## src/rtl/in_fifo_gearbox.sv

```systemverilog
// Single-clock channel FIFO with optional 2:1 beat packing, almost flags,
// occupancy count and sticky overflow/underflow flags.
module in_fifo_gearbox #(
  parameter int NUM_CH             = 10,
  parameter int IN_WIDTH           = 4,
  parameter int RATIO              = 2,
  parameter int DEPTH              = 8,
  parameter int ALMOST_EMPTY_VALUE = 1,
  parameter int ALMOST_FULL_VALUE  = 1
) (
  input  logic                                CLK,
  input  logic                                RESET_N,
  input  logic                                WREN,
  input  logic [NUM_CH*IN_WIDTH-1:0]          D,
  input  logic                                RDEN,
  input  logic                                CLR_ERR,
  output logic [NUM_CH*IN_WIDTH*RATIO-1:0]    Q,
  output logic                                EMPTY,
  output logic                                ALMOSTEMPTY,
  output logic                                FULL,
  output logic                                ALMOSTFULL,
  output logic [$clog2(DEPTH):0]              COUNT,
  output logic                                WR_HALF,
  output logic                                OVERFLOW,
  output logic                                UNDERFLOW
);

  localparam int OUT_WIDTH = IN_WIDTH * RATIO;
  localparam int DW        = NUM_CH * IN_WIDTH;
  localparam int QW        = NUM_CH * OUT_WIDTH;
  localparam int AW        = $clog2(DEPTH);
  localparam int CW        = AW + 1;

  generate
    if (NUM_CH < 1 || NUM_CH > 16 || IN_WIDTH < 1 || IN_WIDTH > 8 ||
        (RATIO != 1 && RATIO != 2) || DEPTH < 4 || DEPTH > 64 ||
        ((DEPTH & (DEPTH - 1)) != 0) ||
        ALMOST_EMPTY_VALUE < 1 || ALMOST_EMPTY_VALUE > DEPTH - 2 ||
        ALMOST_FULL_VALUE < 1 || ALMOST_FULL_VALUE > DEPTH - 2) begin : g_bad_param
      $fatal(1, "%m: attribute error, illegal parameter value");
    end
  endgenerate

  // Handshake: a write beat is taken when WREN && !FULL, a read when
  // RDEN && !EMPTY, both sampled before the edge; refused requests only
  // raise the matching sticky error flag and change no stored state.
  logic              wr_acc;
  logic              rd_acc;
  logic              commit;
  logic [QW-1:0]     entry;
  logic [QW-1:0]     mem [DEPTH];
  logic [AW-1:0]     wr_ptr;
  logic [AW-1:0]     rd_ptr;
  logic [CW-1:0]     count_nxt;

  assign wr_acc = WREN & ~FULL;
  assign rd_acc = RDEN & ~EMPTY;

  generate
    if (RATIO == 2) begin : g_pack
      logic [DW-1:0] hold;
      logic          half;

      always_ff @(posedge CLK or negedge RESET_N) begin
        if (!RESET_N) begin
          hold <= '0;
          half <= 1'b0;
        end else if (wr_acc) begin
          if (!half) hold <= D;
          half <= ~half;
        end
      end

      // Second beat lands in the upper half of each channel slice.
      always_comb begin
        entry = '0;
        for (int c = 0; c < NUM_CH; c++) begin
          entry[c*OUT_WIDTH +: OUT_WIDTH] = {D[c*IN_WIDTH +: IN_WIDTH],
                                             hold[c*IN_WIDTH +: IN_WIDTH]};
        end
      end

      assign commit  = wr_acc & half;
      assign WR_HALF = half;
    end else begin : g_direct
      assign entry   = D;
      assign commit  = wr_acc;
      assign WR_HALF = 1'b0;
    end
  endgenerate

  assign count_nxt = COUNT + CW'(commit) - CW'(rd_acc);

  always_ff @(posedge CLK) begin
    if (commit) mem[wr_ptr] <= entry;
  end

  always_ff @(posedge CLK or negedge RESET_N) begin
    if (!RESET_N) begin
      wr_ptr      <= '0;
      rd_ptr      <= '0;
      COUNT       <= '0;
      Q           <= '0;
      EMPTY       <= 1'b1;
      ALMOSTEMPTY <= 1'b1;
      FULL        <= 1'b0;
      ALMOSTFULL  <= 1'b0;
      OVERFLOW    <= 1'b0;
      UNDERFLOW   <= 1'b0;
    end else begin
      if (commit) wr_ptr <= wr_ptr + AW'(1);
      if (rd_acc) begin
        rd_ptr <= rd_ptr + AW'(1);
        Q      <= mem[rd_ptr];
      end
      COUNT       <= count_nxt;
      EMPTY       <= (count_nxt == '0);
      FULL        <= (count_nxt == CW'(DEPTH));
      ALMOSTEMPTY <= (count_nxt <= CW'(ALMOST_EMPTY_VALUE));
      ALMOSTFULL  <= (count_nxt >= CW'(DEPTH - ALMOST_FULL_VALUE));
      // A fresh error outranks a same-cycle clear.
      OVERFLOW    <= (WREN & FULL) | (OVERFLOW & ~CLR_ERR);
      UNDERFLOW   <= (RDEN & EMPTY) | (UNDERFLOW & ~CLR_ERR);
    end
  end

endmodule
```

## config.mk

```make
export PLATFORM = sky130hd
export DESIGN_NAME = in_fifo_gearbox
export DESIGN_NICKNAME = d
export VERILOG_FILES = /design/src/rtl/in_fifo_gearbox.sv
export SDC_FILE = /design/constraint.sdc
export NUM_CORES = 1
export LEC_CHECK = 0
export CAP_MARGIN = 20
export CORE_MARGIN = 8
export CORE_UTILIZATION = 53
export DETAILED_ROUTE_END_ITERATION = 8
export DONT_BUFFER_PORTS = 1
export GPL_TIMING_DRIVEN = 0
export PLACE_DENSITY = 0.75
export SYNTH_ARGS = -nofsm -noshare
export SYNTH_HDL_FRONTEND = slang
export SYNTH_SLANG_ARGS = --single-unit
```

## constraint.sdc

```tcl
create_clock -name CLK -period 16.2 [get_ports CLK]
set_clock_uncertainty 0.2 [all_clocks]
set_input_delay 1.62 -clock CLK [delete_from_list [all_inputs] [get_ports CLK]]
set_output_delay 1.62 -clock CLK [all_outputs]
set_load 0.1 [all_outputs]
```

---- Word-level counts from Yosys, hierarchy flattened ----
Memory sizes are Yosys's and may differ from the RTL's. A register that Yosys moved wholly into a read port is not among the register bits.
Index checks and enable logic that the tools add are counted.
operators by class
  equality and inequality tests ........... 1
  divide/modulo/power cells ............... 0
  magnitude comparators ................... 2
  shift operators ......................... 0
  $mul .................................... 0
  bitwise gates (word level) .............. 13
  add/sub/neg operators ................... 4
  reductions and logical operators ........ 3
  muxes and demuxes ....................... 2
operator list
  kind                                                                number
  AND 1 bit                                                           7
  adder 3 x 1 -> 3 bit (second input constant)                        2
  adder 4 x 1 -> 4 bit                                                1
  equality test 4 bit (second input constant)                         1
  greater-or-equal comparator 4 x 3 -> 1 bit (second input constant)  1
  <= comparator 4 x 1 -> 1 bit (second input constant)                1
  logical NOT 4 bit                                                   1
  inverter 1 bit                                                      4
  subtractor 4 x 1 -> 4 bit                                           1
  two-way mux 1 bit                                                   2
  bitwise OR 1 bit                                                    2
  AND reduction 2 bit                                                 1
  logical NOT 1 bit                                                   1
storage, ports and cells
  bits in read-only memories .............. 0
  bits of input ports ..................... 45
  bits in writable memories ............... 640
  register bits ........................... 57
  memories ................................ 1
  bits in latches ......................... 0
memories
  memory  words  bits a word  rd ports  clocked after Yosys merged registers in  write ports  line  RTL
  mem     8      80           1         1                                        1            51    logic [QW-1:0] mem [DEPTH];

---- Depth between registers and ports, before layout ----
Gate-level depths: netlist of run 1.
  depth after elaboration ................. 6
  gate-level depth with buffers ........... 11

---- Least setup slack after synthesis of run 1 ----
No wires, ideal clock.
  kind .................................... input port to flip-flop
  from .................................... in WREN
  to ...................................... mem mem[0][0] (netlist bit) (enable)
  stages on the path ...................... 3
  data required time ...................... 15.384 ns
  setup slack ............................. 7.851 ns
  arrival time ............................ 7.533 ns
  library setup time ...................... 0.616 ns
  cell sequence ........................... nand2b_1 or3_1 nor3_1
between the ends
  word-level cells in the longest chain between the ends .. 4
RTL lines
  element                                  line  RTL
  from (decl)                              13    input logic WREN,
  AND 1 bit                                56    assign wr_acc = WREN & ~FULL;
  AND 1 bit                                83    assign commit = wr_acc & half;
  two-way mux 1 bit                        95    if (commit) mem[wr_ptr] <= entry;
  two-way mux 1 bit (not written as such)  95
  to (decl)                                51
Every way passes these cells.

---- Worst setup path in the final report of run 1 ----
  from .................................... reg g_pack.half (netlist: WR_HALF)
  to ...................................... mem mem[1][22] (netlist bit) (enable)
between the ends
  word-level cells in the longest chain between the ends .. 3
RTL lines
  element                                  line  RTL
  from (decl)                              62    logic half;
  from (signal assigned)                   70    half <= ~half;
  AND 1 bit                                83
  two-way mux 1 bit                        95
  two-way mux 1 bit (not written as such)  95
Every way passes these cells.

==> results.sh, run 1 <==
export IMPL_cp_data_arrival_time_ps=3890
export IMPL_viasPerCell=5.842
export IMPL_clkTransAtPathRegs_ps=60
export IMPL_cts_resized=0
export IMPL_hold_buffers=0
export IMPL_overflow=0
export IMPL_drt_iter0_drc=1369
export IMPL_vias=15307
export IMPL_slew_headroom=0.3002
export IMPL_coreArea_um2=55200
export IMPL_total_power_mw=6.984
export IMPL_ir_worst_vdd_uv=110.7
export IMPL_slew_viol_final=0
export IMPL_synth_cells=1698
export IMPL_cts_inserted_buffers=75
export IMPL_min_period_ps=3796
export IMPL_r2r_setup_slack_ps=12400
export IMPL_cts_setup_buffers=0
export IMPL_syn_area_um2=29630
export IMPL_antenna_found_initial=0
export IMPL_grt_pass1_wl_um=98040
export IMPL_die_area_um2=63720
export IMPL_ios=136
export IMPL_worstSetupEndpointType="register"
export IMPL_worst_ep_required_time_ps=16290
export IMPL_finalSetupTns_ps=0
export IMPL_hold_class="reg -> reg"
export IMPL_grt_pass1_vias=16005
export IMPL_cts_buffer_depth=3
export IMPL_final_period_utilization=0.2343
export IMPL_crit_fanout=10
export IMPL_fin_nets=1864
export IMPL_cts_sinks=777
export IMPL_syn_nets=1750
export IMPL_cts_tree="yes"
export IMPL_fin_hold_ws_ps=338.6
export IMPL_multi_input_area_um2=6267
export IMPL_ys_ff_latch=777
export IMPL_antennaDiodeCount=0
export IMPL_cts_htree_levels=3
export IMPL_detail_route_antenna_nets=0
export IMPL_initial_core_util=0.5367
export IMPL_rsz0062_at_grt="false"
export IMPL_clock_latency_ps=600
export IMPL_wire_per_inst_um=25.14
export IMPL_areaGrowthSynthToFinish_pct=13.42
export IMPL_hold_viol=0
export IMPL_grt_usage=0.2051
export IMPL_grt_max_degree=138
export IMPL_status="complete, no violations"
export IMPL_register_area_um2=22650
export IMPL_ys_types=34
export IMPL_startpoint_type="register"
export IMPL_yosysSeqAreaShare=0.7645
export IMPL_crit_type="reg -> reg"
export IMPL_hpwl_um=40990
export IMPL_setup_violations=0
export IMPL_drc=0
export IMPL_first_pass_iters=5
export IMPL_syn_mean_instance_area_um2=17.45
export IMPL_die_w_um=252.4
export IMPL_leakagePower_nw=12.53
export IMPL_ys_warnings_count=0
export IMPL_cap_viol_max_count=0
export IMPL_die_height_um=252.4
export IMPL_nFillCells=3869
export IMPL_gp_congestion=0.7514
export IMPL_drive_above_1_share=0.1250
export IMPL_max_freq_mhz=263.4
export IMPL_worstMarginPinSlew_ps=1050
export IMPL_routed_wl_um=65870
export IMPL_placementRows=86
export IMPL_ctsRootBufferMaster="clkbuf_16"
export IMPL_portBuffers=0
export IMPL_powerDensity_nw_per_um2=207.8
[worst max-delay path, stage by stage, from the launching register on]
cell,delay (ps)
dfrtp_1,1010
inv_1,140
nor2_1,260
nand2_1,260
nor3_2,650
buf_6,240
buf_6,170
buf_6,150
buf_6,160
buf_4,230
[sequential cells by signal, summed over array words and instances (netlist names)]
| name | cells |
|---|---|
| ALMOSTEMPTY | 1 |
| ALMOSTFULL | 1 |
| COUNT | 4 |
| EMPTY | 1 |
| FULL | 1 |
| OVERFLOW | 1 |
| Q | 80 |
| UNDERFLOW | 1 |
| WR_HALF | 1 |
| g_pack.hold | 40 |
| mem | 640 |
| rd_ptr | 3 |
| wr_ptr | 3 |
[routing by layer]
| metal | global-route usage | wire length (µm) |
|---|---|---|
| met1 | 0.2534 | 25760 |
| met2 | 0.3502 | 33030 |
| met3 | 0.04904 | 5147 |
| met4 | 0.07555 | 1927 |
| met5 | 0 | 0 |
[through the flow]
step | worst slack [ps] | utilization | instance area (µm²) | instances
6_report | 12400 | 0.6087 | 33600 | 2620
5_1_grt | 12240 | 0.6087 | 33600 | 2620
4_1_cts | 12390 | 0.6087 | 33600 | 2620
2_1_floorplan | 7851 | - | 29630 | 1698
3_5_place_dp | 11870 | 0.5653 | 31200 | 2483
3_3_place_gp | 2797 | 0.5537 | 30560 | 2446
[worst paths after layout]
path,startpoint,to,cells past startpoint
max,WR_HALF$_DFFE_PN0N_,mem[1][22]$_DFFE_PP_,9
min,wr_ptr[0]$_DFFE_PN0P_,wr_ptr[0]$_DFFE_PN0P_,2
max reg2reg,WR_HALF$_DFFE_PN0N_,mem[1][22]$_DFFE_PP_,9
min reg2reg,wr_ptr[0]$_DFFE_PN0P_,wr_ptr[0]$_DFFE_PN0P_,2
max in group asynchronous,RESET_N,Q[22]$_DFFE_PN0P_,0
min in group asynchronous,RESET_N,Q[4]$_DFFE_PN0P_,0
[kinds of logic (layout without fill, tap and decap cells)]
kind of cell | after synthesis | in the layout | share of synthesized area
flip-flops | 777 | 777 | 0.7645
multiplexers | 360 | 360 | 0.1233
AND/OR/NAND/NOR | 277 | 277 | 0.03949
AO/OA/AOI/OAI | 165 | 165 | 0.04160
buffers and inverters | 105 | 279 | 0.02580
adder cells (fa/ha/maj) | 7 | 7 | 0.003210
XOR/XNOR | 7 | 7 | 0.002069
[synth_stat cells]
| master | n | area share |
|---|---|---|
| a21o_1 | 1 | 0.00025 |
| a21oi_1 | 1 | 0.00017 |
| a22oi_1 | 160 | 0.041 |
| a31o_1 | 1 | 0.00030 |
| and2_1 | 1 | 0.00021 |
| buf_1 | 1 | 0.00013 |
| buf_12 | 12 | 0.0081 |
| buf_2 | 40 | 0.0068 |
| buf_4 | 12 | 0.0030 |
| buf_6 | 9 | 0.0034 |
| clkbuf_1 | 15 | 0.0019 |
| clkbuf_2 | 1 | 0.00017 |
| clkbuf_4 | 3 | 0.00076 |
| dfrtp_1 | 135 | 0.11 |
| dfstp_2 | 2 | 0.0018 |
| edfxtp_1 | 640 | 0.65 |
| fa_1 | 1 | 0.00068 |
| ha_1 | 6 | 0.0025 |
| inv_1 | 11 | 0.0014 |
| inv_2 | 1 | 0.00013 |
| mux2_1 | 40 | 0.015 |
| mux2i_1 | 320 | 0.11 |
| nand2_1 | 175 | 0.022 |
| nand2b_1 | 4 | 0.00084 |
| nand3_1 | 80 | 0.014 |
| nor2_1 | 9 | 0.0011 |
| nor2_2 | 1 | 0.00021 |
| nor2b_1 | 2 | 0.00042 |
| nor3_1 | 3 | 0.00051 |
| nor3b_1 | 1 | 0.00025 |
| o21ai_0 | 2 | 0.00034 |
| or3_1 | 1 | 0.00021 |
| xnor2_1 | 6 | 0.0018 |
| xor2_1 | 1 | 0.00030 |
[power by group]
group / switching (mW) / internal [mW]
clock: 0.709 / 0.987
sequential: 1.08 / 2.61
combinational: 0.957 / 0.643
[placed cells by master (no fill, tap or decap), drive strengths merged]
cell type | synthesis | routed
a31o | 1 | 1
clkinv | 0 | 22
a21o | 1 | 1
and2 | 1 | 1
mux2i | 320 | 320
o21ai | 2 | 2
buf | 74 | 111
ha | 6 | 6
mux2 | 40 | 40
nor3b | 1 | 1
nand2 | 175 | 175
nor2b | 2 | 2
nor3 | 3 | 3
xnor2 | 6 | 6
clkbuf | 19 | 129
fa | 1 | 1
edfxtp | 640 | 640
nand3 | 80 | 80
nor2 | 10 | 10
a21oi | 1 | 1
xor2 | 1 | 1
bufinv | 0 | 3
or3 | 1 | 1
inv | 12 | 13
a22oi | 160 | 160
dfstp | 2 | 2
clkinvlp | 0 | 1
dfrtp | 135 | 135
nand2b | 4 | 4
[layout make-up]
type / instances / area share
Buffer: 93 / 0.02141
Clock inverter: 27 / 0.006144
Clock buffer: 110 / 0.06527
Multi-Input combinational cell: 816 / 0.1865
Tap cell: 748 / 0.02785
Timing Repair Buffer: 37 / 0.01743
Sequential cell: 777 / 0.6740
Inverter: 12 / 0.001340
Power figures use the tool's default switching activity.
==> run 2: changes to the inputs <==
==> constraint.sdc (replaced) <==
create_clock -name CLK -period 3.97 [get_ports CLK]
set_clock_uncertainty 0.2 [all_clocks]
set_input_delay 0.397 -clock CLK [delete_from_list [all_inputs] [get_ports CLK]]
set_output_delay 0.397 -clock CLK [all_outputs]
set_load 0.1 [all_outputs]
==> results.sh, run 2 (synthesis gave the netlist of run 1 again) <==
export IMPL_vias=15669
export IMPL_drt_iter0_drc=1481
export IMPL_leakagePower_nw=12.72
export IMPL_cts_inserted_buffers=75
export IMPL_reg2reg_depth=7
export IMPL_rsz0062_at_grt="false"
export IMPL_r2r_setup_slack_ps=510
export IMPL_powerDensity_nw_per_um2=842.4
export IMPL_ir_worst_vdd_uv=422.2
export IMPL_grt_pass1_vias=16384
export IMPL_slowest_delay_ps=700
export IMPL_status="complete, no violations"
export IMPL_gp_congestion=0.7422
export IMPL_overflow=0
export IMPL_coreArea_um2=55200
export IMPL_detail_route_antenna_nets=0
export IMPL_layout_common_cells="640 x edfxtp_1, 320 x mux2i_1, 175 x nand2_1, 160 x a22oi_1, 133 x dfrtp_1"
export IMPL_hpwl_um=41280
export IMPL_die_w_um=252.4
export IMPL_largest_reg_flops=640
export IMPL_p_int_mw=17.42
export IMPL_cts_buffer_depth=3
export IMPL_crit_path_frequent_cell="buf_12"
export IMPL_worstPathCellList="nand2b_1 -> nor2_1 -> nand2_1 -> nor2_4 -> buf_12 -> buf_12 -> buf_12"
export IMPL_drc=0
export IMPL_top_register="mem"
export IMPL_slew_headroom=0.3000
export IMPL_setup_slack_ps=514.3
export IMPL_hold_viol=0
export IMPL_final_common_cell="edfxtp_1"
export IMPL_slew_viol_final=0
export IMPL_startpoint_type="register"
export IMPL_grt_pass1_wl_um=100400
export IMPL_die_height_um=252.4
export IMPL_cp_endpoint="mem[7][24]$_DFFE_PP_"
export IMPL_viasPerCell=5.893
export IMPL_placementRows=86
export IMPL_final_period_utilization=0.8705
export IMPL_switching_share=0.3945
export IMPL_cp_data_arrival_time_ps=3550
export IMPL_rr_endpoint="mem[7][24]$_DFFE_PP_"
export IMPL_startpoint="FULL$_DFF_PN0_"
export IMPL_clockPowerShare=0.243
export IMPL_initial_core_util=0.5367
export IMPL_min_period_ps=3456
export IMPL_portBuffers=0
export IMPL_cts_setup_buffers=0
export IMPL_layout_cells_non_filler=2659
export IMPL_grt_usage=0.2101
export IMPL_cap_viol_max_count=0
export IMPL_p_switching_mw=11.35
export IMPL_routed_wl_um=67470
export IMPL_worst_ep_required_time_ps=4060
export IMPL_antenna_found_initial=2
export IMPL_top_regs="mem (640), Q (80), g_pack.hold (40)"
export IMPL_power_sequential_fraction=0.523
export IMPL_place_inst=2474
export IMPL_areaGrowthSynthToFinish_pct=15.27
export IMPL_drive_above_1_share=0.1168
export IMPL_power_frac_comb=0.234
export IMPL_clock_latency_ps=610
export IMPL_finalSetupTns_ps=0
export IMPL_worstSetupEndpointType="register"
export IMPL_ios=136
export IMPL_crit_fanout=24
export IMPL_die_area_um2=63720
export IMPL_total_power_mw=28.77
export IMPL_first_pass_iters=5
export IMPL_hold_class="in -> reg"
export IMPL_ctsRootBufferMaster="clkbuf_16"
export IMPL_cts_sinks=777
export IMPL_grt_max_degree=138
export IMPL_worstMarginPinSlew_ps=1050
export IMPL_crit_type="reg -> reg"
export IMPL_cpMaxStageDelayCell="nor2_4"
export IMPL_dp_slack_ps=478.6
export IMPL_clkTransAtPathRegs_ps=60
export IMPL_timing_rr_start="FULL$_DFF_PN0_"
export IMPL_wire_per_inst_um=25.38
export IMPL_fin_nets=1900
export IMPL_setup_violations=0
export IMPL_max_freq_mhz=289.4
export IMPL_cts_tree="yes"
export IMPL_cts_htree_levels=3
[run 2: how the worst min path moves through the flow]
stage | startpoint | end | slack [ps] | cells after the start
floorplan | RESET_N | ALMOSTFULL$_DFF_PN0_ | -100 | 0
global placement | RESET_N | Q[5]$_DFFE_PN0P_ | -90 | 0
detailed placement | RESET_N | Q[5]$_DFFE_PN0P_ | -90 | 0
CTS | RDEN | rd_ptr[1]$_DFFE_PN0P_ | 170 | 5
global route | RDEN | rd_ptr[1]$_DFFE_PN0P_ | 210 | 5
finish | RDEN | rd_ptr[1]$_DFFE_PN0P_ | 190 | 5
[run 2: stage by stage]
stage          cell area, µm²  utilization  hold WS [ps]
2_1_floorplan           29670            -        -98.59
3_3_place_gp            30610       0.5545        -89.45
3_5_place_dp            31260       0.5663        -88.84
4_1_cts                 34140       0.6185         171.8
5_1_grt                 34140       0.6185         209.2
6_report                34150       0.6186         194.9
[run 2: routing by layer]
metal / part of all wire / global-route usage / wire length (µm)
met3: 0.076 / 0.04153 / 5103
met2: 0.50 / 0.3613 / 33990
met1: 0.39 / 0.2630 / 26450
met4: 0.028 / 0.07720 / 1912
met5: 0.00019 / 0 / 13
[run 2: worst max-delay path: cells and delay by family, from the launching register on]
family	cells	cell delay, ps
and+or+nand+nor	4	1570
DFF	1	610
buffers and inverters	3	730
[run 2: power by group through the flow]
stage	registers (mW)	logic, mW	clock network, mW
5_1_grt	15.2	7.17	7.42
4_1_cts	15.1	6.76	7.08
3_3_place_gp	15.2	6.18	0
2_1_floorplan	14.9	4.58	0
6_report	15.1	6.72	6.99
3_5_place_dp	15.2	6.58	0
[run 2: timing repair]
item	CTS	global route
hold buffers	45	0
gates resized for setup	0	0
endpoints found under the setup margin	0	0
endpoints found under the hold margin	501	0
[run 2: cell type report]
cell class	instances	area, µm²
flip-flops and latches	777	22650
fillers	3797	21050
multi-input cells	816	6280
clock buffers	116	2206
repair buffers	73	1094
well taps	748	935.9
plain buffers	93	719.4
clock inverters	22	212.7
inverters	12	45.04
diodes	2	5.005
